--- src/rtl/ysyx_25030081_cu_pkg.sv ---
// Shared encodings for the multi-cycle RV32I control unit: opcodes, control codes,
// FSM states and the decoded control bundle.
package ysyx_25030081_cu_pkg;

  localparam logic [6:0] OPC_LUI    = 7'b0110111;
  localparam logic [6:0] OPC_AUIPC  = 7'b0010111;
  localparam logic [6:0] OPC_JAL    = 7'b1101111;
  localparam logic [6:0] OPC_JALR   = 7'b1100111;
  localparam logic [6:0] OPC_BRANCH = 7'b1100011;
  localparam logic [6:0] OPC_LOAD   = 7'b0000011;
  localparam logic [6:0] OPC_STORE  = 7'b0100011;
  localparam logic [6:0] OPC_OPIMM  = 7'b0010011;
  localparam logic [6:0] OPC_OP     = 7'b0110011;

  localparam logic [2:0] EXT_I = 3'b000;
  localparam logic [2:0] EXT_U = 3'b001;
  localparam logic [2:0] EXT_S = 3'b010;
  localparam logic [2:0] EXT_B = 3'b011;
  localparam logic [2:0] EXT_J = 3'b100;

  localparam logic [3:0] ALU_ADD   = 4'b0000;
  localparam logic [3:0] ALU_PASSB = 4'b0011;
  localparam logic [3:0] ALU_SUB   = 4'b1000;

  localparam logic [1:0] BSRC_RS2  = 2'b00;
  localparam logic [1:0] BSRC_IMM  = 2'b01;
  localparam logic [1:0] BSRC_FOUR = 2'b10;

  localparam logic [6:0] F7_ZERO = 7'b0000000;
  localparam logic [6:0] F7_ALT  = 7'b0100000;

  typedef enum logic [2:0] {
    ST_IDLE,
    ST_FETCH,
    ST_EXEC,
    ST_MEM,
    ST_WB,
    ST_TRAP
  } state_e;

  typedef struct packed {
    logic [2:0] ext_op;
    logic [2:0] branch;     // {b_type, jal, jalr}
    logic [2:0] cmp_op;
    logic       mem_to_reg;
    logic       mem_wr;
    logic [2:0] mem_op;
    logic       alu_a_src;
    logic [1:0] alu_b_src;
    logic [3:0] alu_op;
    logic       reg_wr;     // class writes rd; the FSM qualifies it with WB and rd != 0
    logic       is_load;
    logic       is_store;
  } ctrl_t;

endpackage

--- src/rtl/ysyx_25030081_cu_dec.sv ---
// Combinational RV32I decoder: opcode/funct fields in, control bundle and an
// illegal-encoding flag out.
module ysyx_25030081_cu_dec
  import ysyx_25030081_cu_pkg::*;
(
  input  logic [6:0] opcode_i,
  input  logic [2:0] funct3_i,
  input  logic [6:0] funct7_i,
  output ctrl_t      ctrl_o,
  output logic       illegal_o
);

  // NOTE: every always_comb output gets a default first so no path leaves it unassigned (no latch).
  always_comb begin
    ctrl_o    = '0;
    illegal_o = (opcode_i[1:0] != 2'b11);

    unique case (opcode_i)
      OPC_LUI: begin
        ctrl_o.ext_op    = EXT_U;
        ctrl_o.alu_b_src = BSRC_IMM;
        ctrl_o.alu_op    = ALU_PASSB;
        ctrl_o.reg_wr    = 1'b1;
      end
      OPC_AUIPC: begin
        ctrl_o.ext_op    = EXT_U;
        ctrl_o.alu_a_src = 1'b1;
        ctrl_o.alu_b_src = BSRC_IMM;
        ctrl_o.reg_wr    = 1'b1;
      end
      OPC_JAL: begin
        ctrl_o.ext_op    = EXT_J;
        ctrl_o.branch    = 3'b010;
        ctrl_o.alu_a_src = 1'b1;
        ctrl_o.alu_b_src = BSRC_FOUR;
        ctrl_o.reg_wr    = 1'b1;
      end
      OPC_JALR: begin
        ctrl_o.ext_op    = EXT_I;
        ctrl_o.branch    = 3'b001;
        ctrl_o.alu_a_src = 1'b1;
        ctrl_o.alu_b_src = BSRC_FOUR;
        ctrl_o.reg_wr    = 1'b1;
        if (funct3_i != 3'b000) illegal_o = 1'b1;
      end
      OPC_BRANCH: begin
        ctrl_o.ext_op    = EXT_B;
        ctrl_o.branch    = 3'b100;
        ctrl_o.cmp_op    = funct3_i;
        ctrl_o.alu_b_src = BSRC_RS2;
        ctrl_o.alu_op    = ALU_SUB;
        if (funct3_i[2:1] == 2'b01) illegal_o = 1'b1;
      end
      OPC_LOAD: begin
        ctrl_o.ext_op     = EXT_I;
        ctrl_o.mem_to_reg = 1'b1;
        ctrl_o.mem_op     = funct3_i;
        ctrl_o.alu_b_src  = BSRC_IMM;
        ctrl_o.alu_op     = ALU_ADD;
        ctrl_o.reg_wr     = 1'b1;
        ctrl_o.is_load    = 1'b1;
        if (funct3_i == 3'b011 || funct3_i[2:1] == 2'b11) illegal_o = 1'b1;
      end
      OPC_STORE: begin
        ctrl_o.ext_op    = EXT_S;
        ctrl_o.mem_wr    = 1'b1;
        ctrl_o.mem_op    = funct3_i;
        ctrl_o.alu_b_src = BSRC_IMM;
        ctrl_o.alu_op    = ALU_ADD;
        ctrl_o.is_store  = 1'b1;
        if (funct3_i[2] || funct3_i == 3'b011) illegal_o = 1'b1;
      end
      OPC_OPIMM: begin
        ctrl_o.ext_op    = EXT_I;
        ctrl_o.alu_b_src = BSRC_IMM;
        ctrl_o.alu_op    = {(funct3_i == 3'b101) && funct7_i[5], funct3_i};
        ctrl_o.reg_wr    = 1'b1;
        if (funct3_i == 3'b001 && funct7_i != F7_ZERO) illegal_o = 1'b1;
        if (funct3_i == 3'b101 && funct7_i != F7_ZERO && funct7_i != F7_ALT) illegal_o = 1'b1;
      end
      OPC_OP: begin
        ctrl_o.alu_b_src = BSRC_RS2;
        ctrl_o.alu_op    = {funct7_i[5], funct3_i};
        ctrl_o.reg_wr    = 1'b1;
        if (!(funct7_i == F7_ZERO ||
              (funct7_i == F7_ALT && (funct3_i == 3'b000 || funct3_i == 3'b101))))
          illegal_o = 1'b1;
      end
      default: illegal_o = 1'b1;
    endcase
  end

endmodule

--- src/rtl/ysyx_25030081_mc_cu.sv ---
// Multi-cycle RV32I control unit: latches the fetched instruction and sequences
// FETCH/EXEC/MEM/WB with IFU/LSU handshakes, a timeout watchdog and a sticky trap.
module ysyx_25030081_mc_cu
  import ysyx_25030081_cu_pkg::*;
#(
  parameter int XLEN      = 32,
  parameter int TIMEOUT_W = 8,
  parameter int TIMEOUT   = 255
) (
  input  logic            clk,
  input  logic            rst_n,
  input  logic [XLEN-1:0] instr,
  output logic            ifu_req,
  input  logic            ifu_rdy,
  output logic            lsu_req,
  input  logic            lsu_rdy,
  output logic [2:0]      ext_op,
  output logic            reg_wr,
  output logic [2:0]      branch,
  output logic [2:0]      cmp_op,
  output logic            mem_to_reg,
  output logic            mem_wr,
  output logic [2:0]      mem_op,
  output logic            alu_a_src,
  output logic [1:0]      alu_b_src,
  output logic [3:0]      alu_op,
  output logic            pc_wr,
  output logic            illegal,
  output logic            fault,
  output logic            busy
);

  localparam logic [TIMEOUT_W-1:0] TO_LAST = TIMEOUT_W'(TIMEOUT - 1);

  state_e                state_q, state_d;
  logic [XLEN-1:0]       ir_q, ir_d;
  logic [TIMEOUT_W-1:0]  cnt_q, cnt_d;
  logic                  illegal_q, illegal_d;
  logic                  fault_q, fault_d;

  ctrl_t ctrl;
  logic  dec_illegal;
  logic  dec_en;
  logic  timeout_hit;
  logic  unused_rs_fields;

  ysyx_25030081_cu_dec u_dec (
    .opcode_i  (ir_q[6:0]),
    .funct3_i  (ir_q[14:12]),
    .funct7_i  (ir_q[31:25]),
    .ctrl_o    (ctrl),
    .illegal_o (dec_illegal)
  );

  // Register-source fields feed the regfile directly, not the control unit.
  assign unused_rs_fields = ^ir_q[24:15];

  // The ready on the limiting cycle still completes the handshake.
  assign timeout_hit = (TIMEOUT != 0) && (cnt_q == TO_LAST);

  always_comb begin
    state_d   = state_q;
    ir_d      = ir_q;
    cnt_d     = cnt_q;
    illegal_d = illegal_q;
    fault_d   = fault_q;
    ifu_req   = 1'b0;
    lsu_req   = 1'b0;
    mem_wr    = 1'b0;
    reg_wr    = 1'b0;
    pc_wr     = 1'b0;
    dec_en    = 1'b0;

    unique case (state_q)
      ST_IDLE: begin
        state_d = ST_FETCH;
        cnt_d   = '0;
      end
      ST_FETCH: begin
        ifu_req = 1'b1;
        if (ifu_rdy) begin
          ir_d    = instr;
          state_d = ST_EXEC;
        end else if (timeout_hit) begin
          fault_d = 1'b1;
          state_d = ST_TRAP;
        end else begin
          cnt_d = cnt_q + TIMEOUT_W'(1);
        end
      end
      ST_EXEC: begin
        dec_en = 1'b1;
        if (dec_illegal) begin
          illegal_d = 1'b1;
          state_d   = ST_TRAP;
        end else if (ctrl.is_load || ctrl.is_store) begin
          cnt_d   = '0;
          state_d = ST_MEM;
        end else begin
          state_d = ST_WB;
        end
      end
      ST_MEM: begin
        dec_en  = 1'b1;
        lsu_req = 1'b1;
        mem_wr  = ctrl.mem_wr;
        if (lsu_rdy) begin
          if (ctrl.is_store) begin
            pc_wr   = 1'b1;
            cnt_d   = '0;
            state_d = ST_FETCH;
          end else begin
            state_d = ST_WB;
          end
        end else if (timeout_hit) begin
          fault_d = 1'b1;
          state_d = ST_TRAP;
        end else begin
          cnt_d = cnt_q + TIMEOUT_W'(1);
        end
      end
      ST_WB: begin
        dec_en  = 1'b1;
        reg_wr  = ctrl.reg_wr && (ir_q[11:7] != 5'd0);
        pc_wr   = 1'b1;
        cnt_d   = '0;
        state_d = ST_FETCH;
      end
      ST_TRAP: ;
      default: state_d = ST_IDLE;
    endcase
  end

  // NOTE: sequential state uses non-blocking assignments only, with async active-low reset.
  always_ff @(posedge clk or negedge rst_n) begin
    if (!rst_n) begin
      state_q   <= ST_IDLE;
      ir_q      <= '0;
      cnt_q     <= '0;
      illegal_q <= 1'b0;
      fault_q   <= 1'b0;
    end else begin
      state_q   <= state_d;
      ir_q      <= ir_d;
      cnt_q     <= cnt_d;
      illegal_q <= illegal_d;
      fault_q   <= fault_d;
    end
  end

  assign ext_op     = dec_en ? ctrl.ext_op     : '0;
  assign branch     = dec_en ? ctrl.branch     : '0;
  assign cmp_op     = dec_en ? ctrl.cmp_op     : '0;
  assign mem_to_reg = dec_en ? ctrl.mem_to_reg : 1'b0;
  assign mem_op     = dec_en ? ctrl.mem_op     : '0;
  assign alu_a_src  = dec_en ? ctrl.alu_a_src  : 1'b0;
  assign alu_b_src  = dec_en ? ctrl.alu_b_src  : '0;
  assign alu_op     = dec_en ? ctrl.alu_op     : '0;

  assign illegal = illegal_q;
  assign fault   = fault_q;
  assign busy    = (state_q != ST_IDLE) && (state_q != ST_TRAP);

endmodule

--- config.mk ---
export PLATFORM = sky130hd
export DESIGN_NAME = ysyx_25030081_mc_cu
export DESIGN_NICKNAME = d
export VERILOG_FILES = /design/src/rtl/ysyx_25030081_cu_pkg.sv /design/src/rtl/ysyx_25030081_cu_dec.sv /design/src/rtl/ysyx_25030081_mc_cu.sv
export SDC_FILE = /design/constraint.sdc
export NUM_CORES = 1
export LEC_CHECK = 0
export BUFFER_PORTS_ARGS = -buffer_cell sky130_fd_sc_hd__buf_2
export CORE_MARGIN = 1.5
export CORE_UTILIZATION = 53
export DETAILED_ROUTE_END_ITERATION = 8
export GPL_TIMING_DRIVEN = 0
export HOLD_SLACK_MARGIN = 0.08
export PLACE_DENSITY = 0.8
export RECOVER_POWER = 25
export SLEW_MARGIN = 10
export SYNTH_ARGS = -nofsm -noshare
export SYNTH_HDL_FRONTEND = slang
export SYNTH_HIERARCHICAL = 1
export SYNTH_SLANG_ARGS = --single-unit
--- constraint.sdc ---
create_clock -name clk -period 2.7 [get_ports clk]
set_clock_uncertainty 0.1 [all_clocks]
set_input_delay 0.27 -clock clk [delete_from_list [all_inputs] [get_ports clk]]
set_output_delay 0.27 -clock clk [all_outputs]
set_load 0.005 [all_outputs]
==> flow_metrics.env <==
export IMPL_avgSynthCellArea_um2=9.71
export IMPL_dieArea_um2=5030
export IMPL_grt_pass1_vias=2002
export IMPL_synthFlopType="dfrtp_1"
export IMPL_dr_total_vias=2100
export IMPL_worst_pin_slew_ns=1.86
export IMPL_dr_pass1_iters=4
export IMPL_rsz0062_at_grt="true"
export IMPL_areaGrowthSynthToFinish_pct=18.5
export IMPL_max_freq_mhz=383
export IMPL_nNetsFinal=350
export IMPL_drt_iter0_drc=204
export IMPL_arrival_ns=2.69
export IMPL_peakVddDrop_mv=0.574
export IMPL_via_per_inst=5.75
export IMPL_ios=64
export IMPL_place_gp_congestion=0.905
export IMPL_grtUsageMet1=0.319
export IMPL_p_leak_nw=1.29
export IMPL_stdcell_count=365
export IMPL_p_seq_frac=0.330
export IMPL_cp_startpoint="ir_q[4]"
export IMPL_route_detailed_drc=0
export IMPL_groute_layer_met2_usage=0.350
export IMPL_synthArstFlopShare=1.00
export IMPL_die_h_um=71.0
export IMPL_cts_tree="done"
export IMPL_antennaDiodeCount=0
export IMPL_synth_area_um2=2450
export IMPL_dp_cells=356
export IMPL_whs_ns=0.101
export IMPL_pwr_density_cell_nw_per_um2=970
export IMPL_initial_utilization=0.558
export IMPL_final_common_cell="buf_2"
export IMPL_wl_per_cell_um=14.8
export IMPL_slew_violations=36
export IMPL_slew_headroom=-0.238
export IMPL_grt_use_met3=0.0456
export IMPL_ys_ff_latch=35
export IMPL_netSwitchingPower_mw=1.13
export IMPL_synth_edf_count=0
export IMPL_crit_type="reg2reg"
export IMPL_clockBufferDepth=2
export IMPL_fillCellCount=371
export IMPL_final_cell_mix="buf_2, dfrtp_1, nor2b_1"
export IMPL_worstReg2RegStart="ir_q[4]"
export IMPL_grt_use_total=0.228
export IMPL_worst_skew_pair_late_latency_ns=0.29
export IMPL_clkSinkCount=35
export IMPL_antenna_found_initial=0
export IMPL_required_ns=2.78
export IMPL_grt_pass1_wl_mm=9.17
export IMPL_synth_distinct_cells=57
export IMPL_clkPwrFrac=0.149
export IMPL_syn_nets=290
export IMPL_ys_warn_count=6
export IMPL_cap_violations=1
export IMPL_coreArea_um2=4380
export IMPL_status="complete, but fails checks"
export IMPL_grt_busiest_layer="met2"
export IMPL_hold_path_class="in2reg"
export IMPL_finish_instance_area_um2=2900
export IMPL_hp_start="instr[11]"
export IMPL_grt_max_degree=36
export IMPL_numPortBuffers=52
export IMPL_finalCriticalPeriod_ns=2.61
export IMPL_die_w_um=71.0
export IMPL_hold_viol=0
export IMPL_fp_row_count=24
export IMPL_clk_pin_slew_ns=0.07
export IMPL_multi_input_area_um2=1410
export IMPL_place_area_um2=2770
export IMPL_violations="capacitance limit, slew limit"
export IMPL_tns_ns=0
export IMPL_drive_gt1_frac=0.387
export IMPL_setup_violations=0
export IMPL_total_power_mw=2.81
export IMPL_post_dp_hpwl_mm=4.01
export IMPL_routed_wl_mm=5.41
export IMPL_drtAntennaViolNets=0
export IMPL_regArea_um2=877
export IMPL_p_comb_frac=0.521
export IMPL_min_period_over_period=0.967
export IMPL_internal_power_mw=1.69
export IMPL_worstPathMaxFanout=10
export IMPL_numCtsBuffers=5
export IMPL_switching_share=0.400
export IMPL_seq_area_frac_synth=0.358
export IMPL_critPathCaptureType="flip-flop"
export IMPL_start_kind="flip-flop"
export IMPL_h_tree_depth=2
export IMPL_clock_root_buffer="clkbuf_8"
export IMPL_grt_overflow_total=0
export IMPL_synthCells=252
[power groups by stage]
stage,Clock [mW],Sequential [mW],Combinational (mW)
2_1_floorplan,0,0.885,1.16
3_3_place_gp,0,0.925,1.41
3_5_place_dp,0,0.937,1.44
4_1_cts,0.423,0.926,1.45
5_1_grt,0.443,0.963,1.62
6_report,0.420,0.928,1.46
[metrics by stage]
stage	worst slack (ns)	utilization
floorplan	0.254	-
global placement	-0.0760	0.632
detailed placement	-0.0658	0.632
CTS	0.0322	0.658
global route	-0.0632	0.662
finish	0.0889	0.662
[critical path, stage by stage (launching register included)]
cell and delay (ns):
dfrtp_1 0.39, buf_6 0.14, nand4b_1 0.28, o21bai_1 0.25, a221oi_2 0.25, o221ai_2 0.16, o21bai_2 0.25, nor2_4 0.19
a211o_4 0.18, mux2_4 0.30
[layer usage]
metal,vias to the layer above,routed length [um]
li1,1036,-
met5,-,0
met1,986,2540
met3,7,286
met4,0,92
met2,71,2490
[final cells by class]
class,count,area share
Buffer,19,0.0535
Multi-Input combinational cell,192,0.487
Clock buffer,8,0.0345
Sequential cell,35,0.302
Tap cell,52,0.0224
Timing Repair Buffer,53,0.0923
Inverter,6,0.00777
[sequential cells by signal (all words and copies together), names as in the netlist]
signal   count
illegal      1
ir_q        22
fault        1
cnt_q        8
state_q      3
[path summary, 6_finish.rpt]
check | slack (ns) | depth (start not counted) | to
min | 0.10 | 2 | ir_q[11]
min in group asynchronous | 0.92 | 2 | ir_q[27]
max in group asynchronous | 0.38 | 2 | ir_q[3]
min reg2reg | 0.39 | 1 | illegal
max | 0.09 | 9 | cnt_q[1]
max reg2reg | 0.09 | 9 | cnt_q[1]
[logic make-up (layout without fill, tap and decap cells)]
kind of cell	after synthesis	count (layout)	share of synthesized area
buffers and inverters	25	86	0.0726
DFF	35	35	0.358
and+or+nand+nor	105	105	0.253
xor gates and xnor gates	1	1	0.00358
adders and majority gates	2	2	0.0102
muxes	23	23	0.107
AOI/OAI and AO/OA	61	61	0.195
[synth_stat cells, drive strengths merged, types with 4 or more instances]
cell / instances / area, um2
dfrtp: 35 / 876
nor2b: 24 / 150
mux2: 23 / 263
nor2: 21 / 86.3
buf: 14 / 124
a21oi: 11 / 55.1
nand2: 11 / 43.8
and2: 10 / 63.8
a31o: 8 / 78.8
nand2b: 7 / 58.8
inv: 6 / 22.5
a2111oi: 5 / 43.8
a211oi: 5 / 37.5
and3: 5 / 31.3
clkbuf: 5 / 31.3
nor3: 5 / 25.0
o21bai: 5 / 37.5
a31oi: 4 / 25.0
nand3: 4 / 20.0
nand4: 4 / 25.0
o21ai: 4 / 20.0
[timing repair]
item                                   4_1_cts  5_1_grt
hold buffers                                 1        0
endpoints found under the hold margin       35        0
resized for setup                            1        6
buffers inserted                             0        0
cloned                                       0        0
setup endpoints to repair                    2        6
Note: power is estimated with default switching activity, not from simulation.
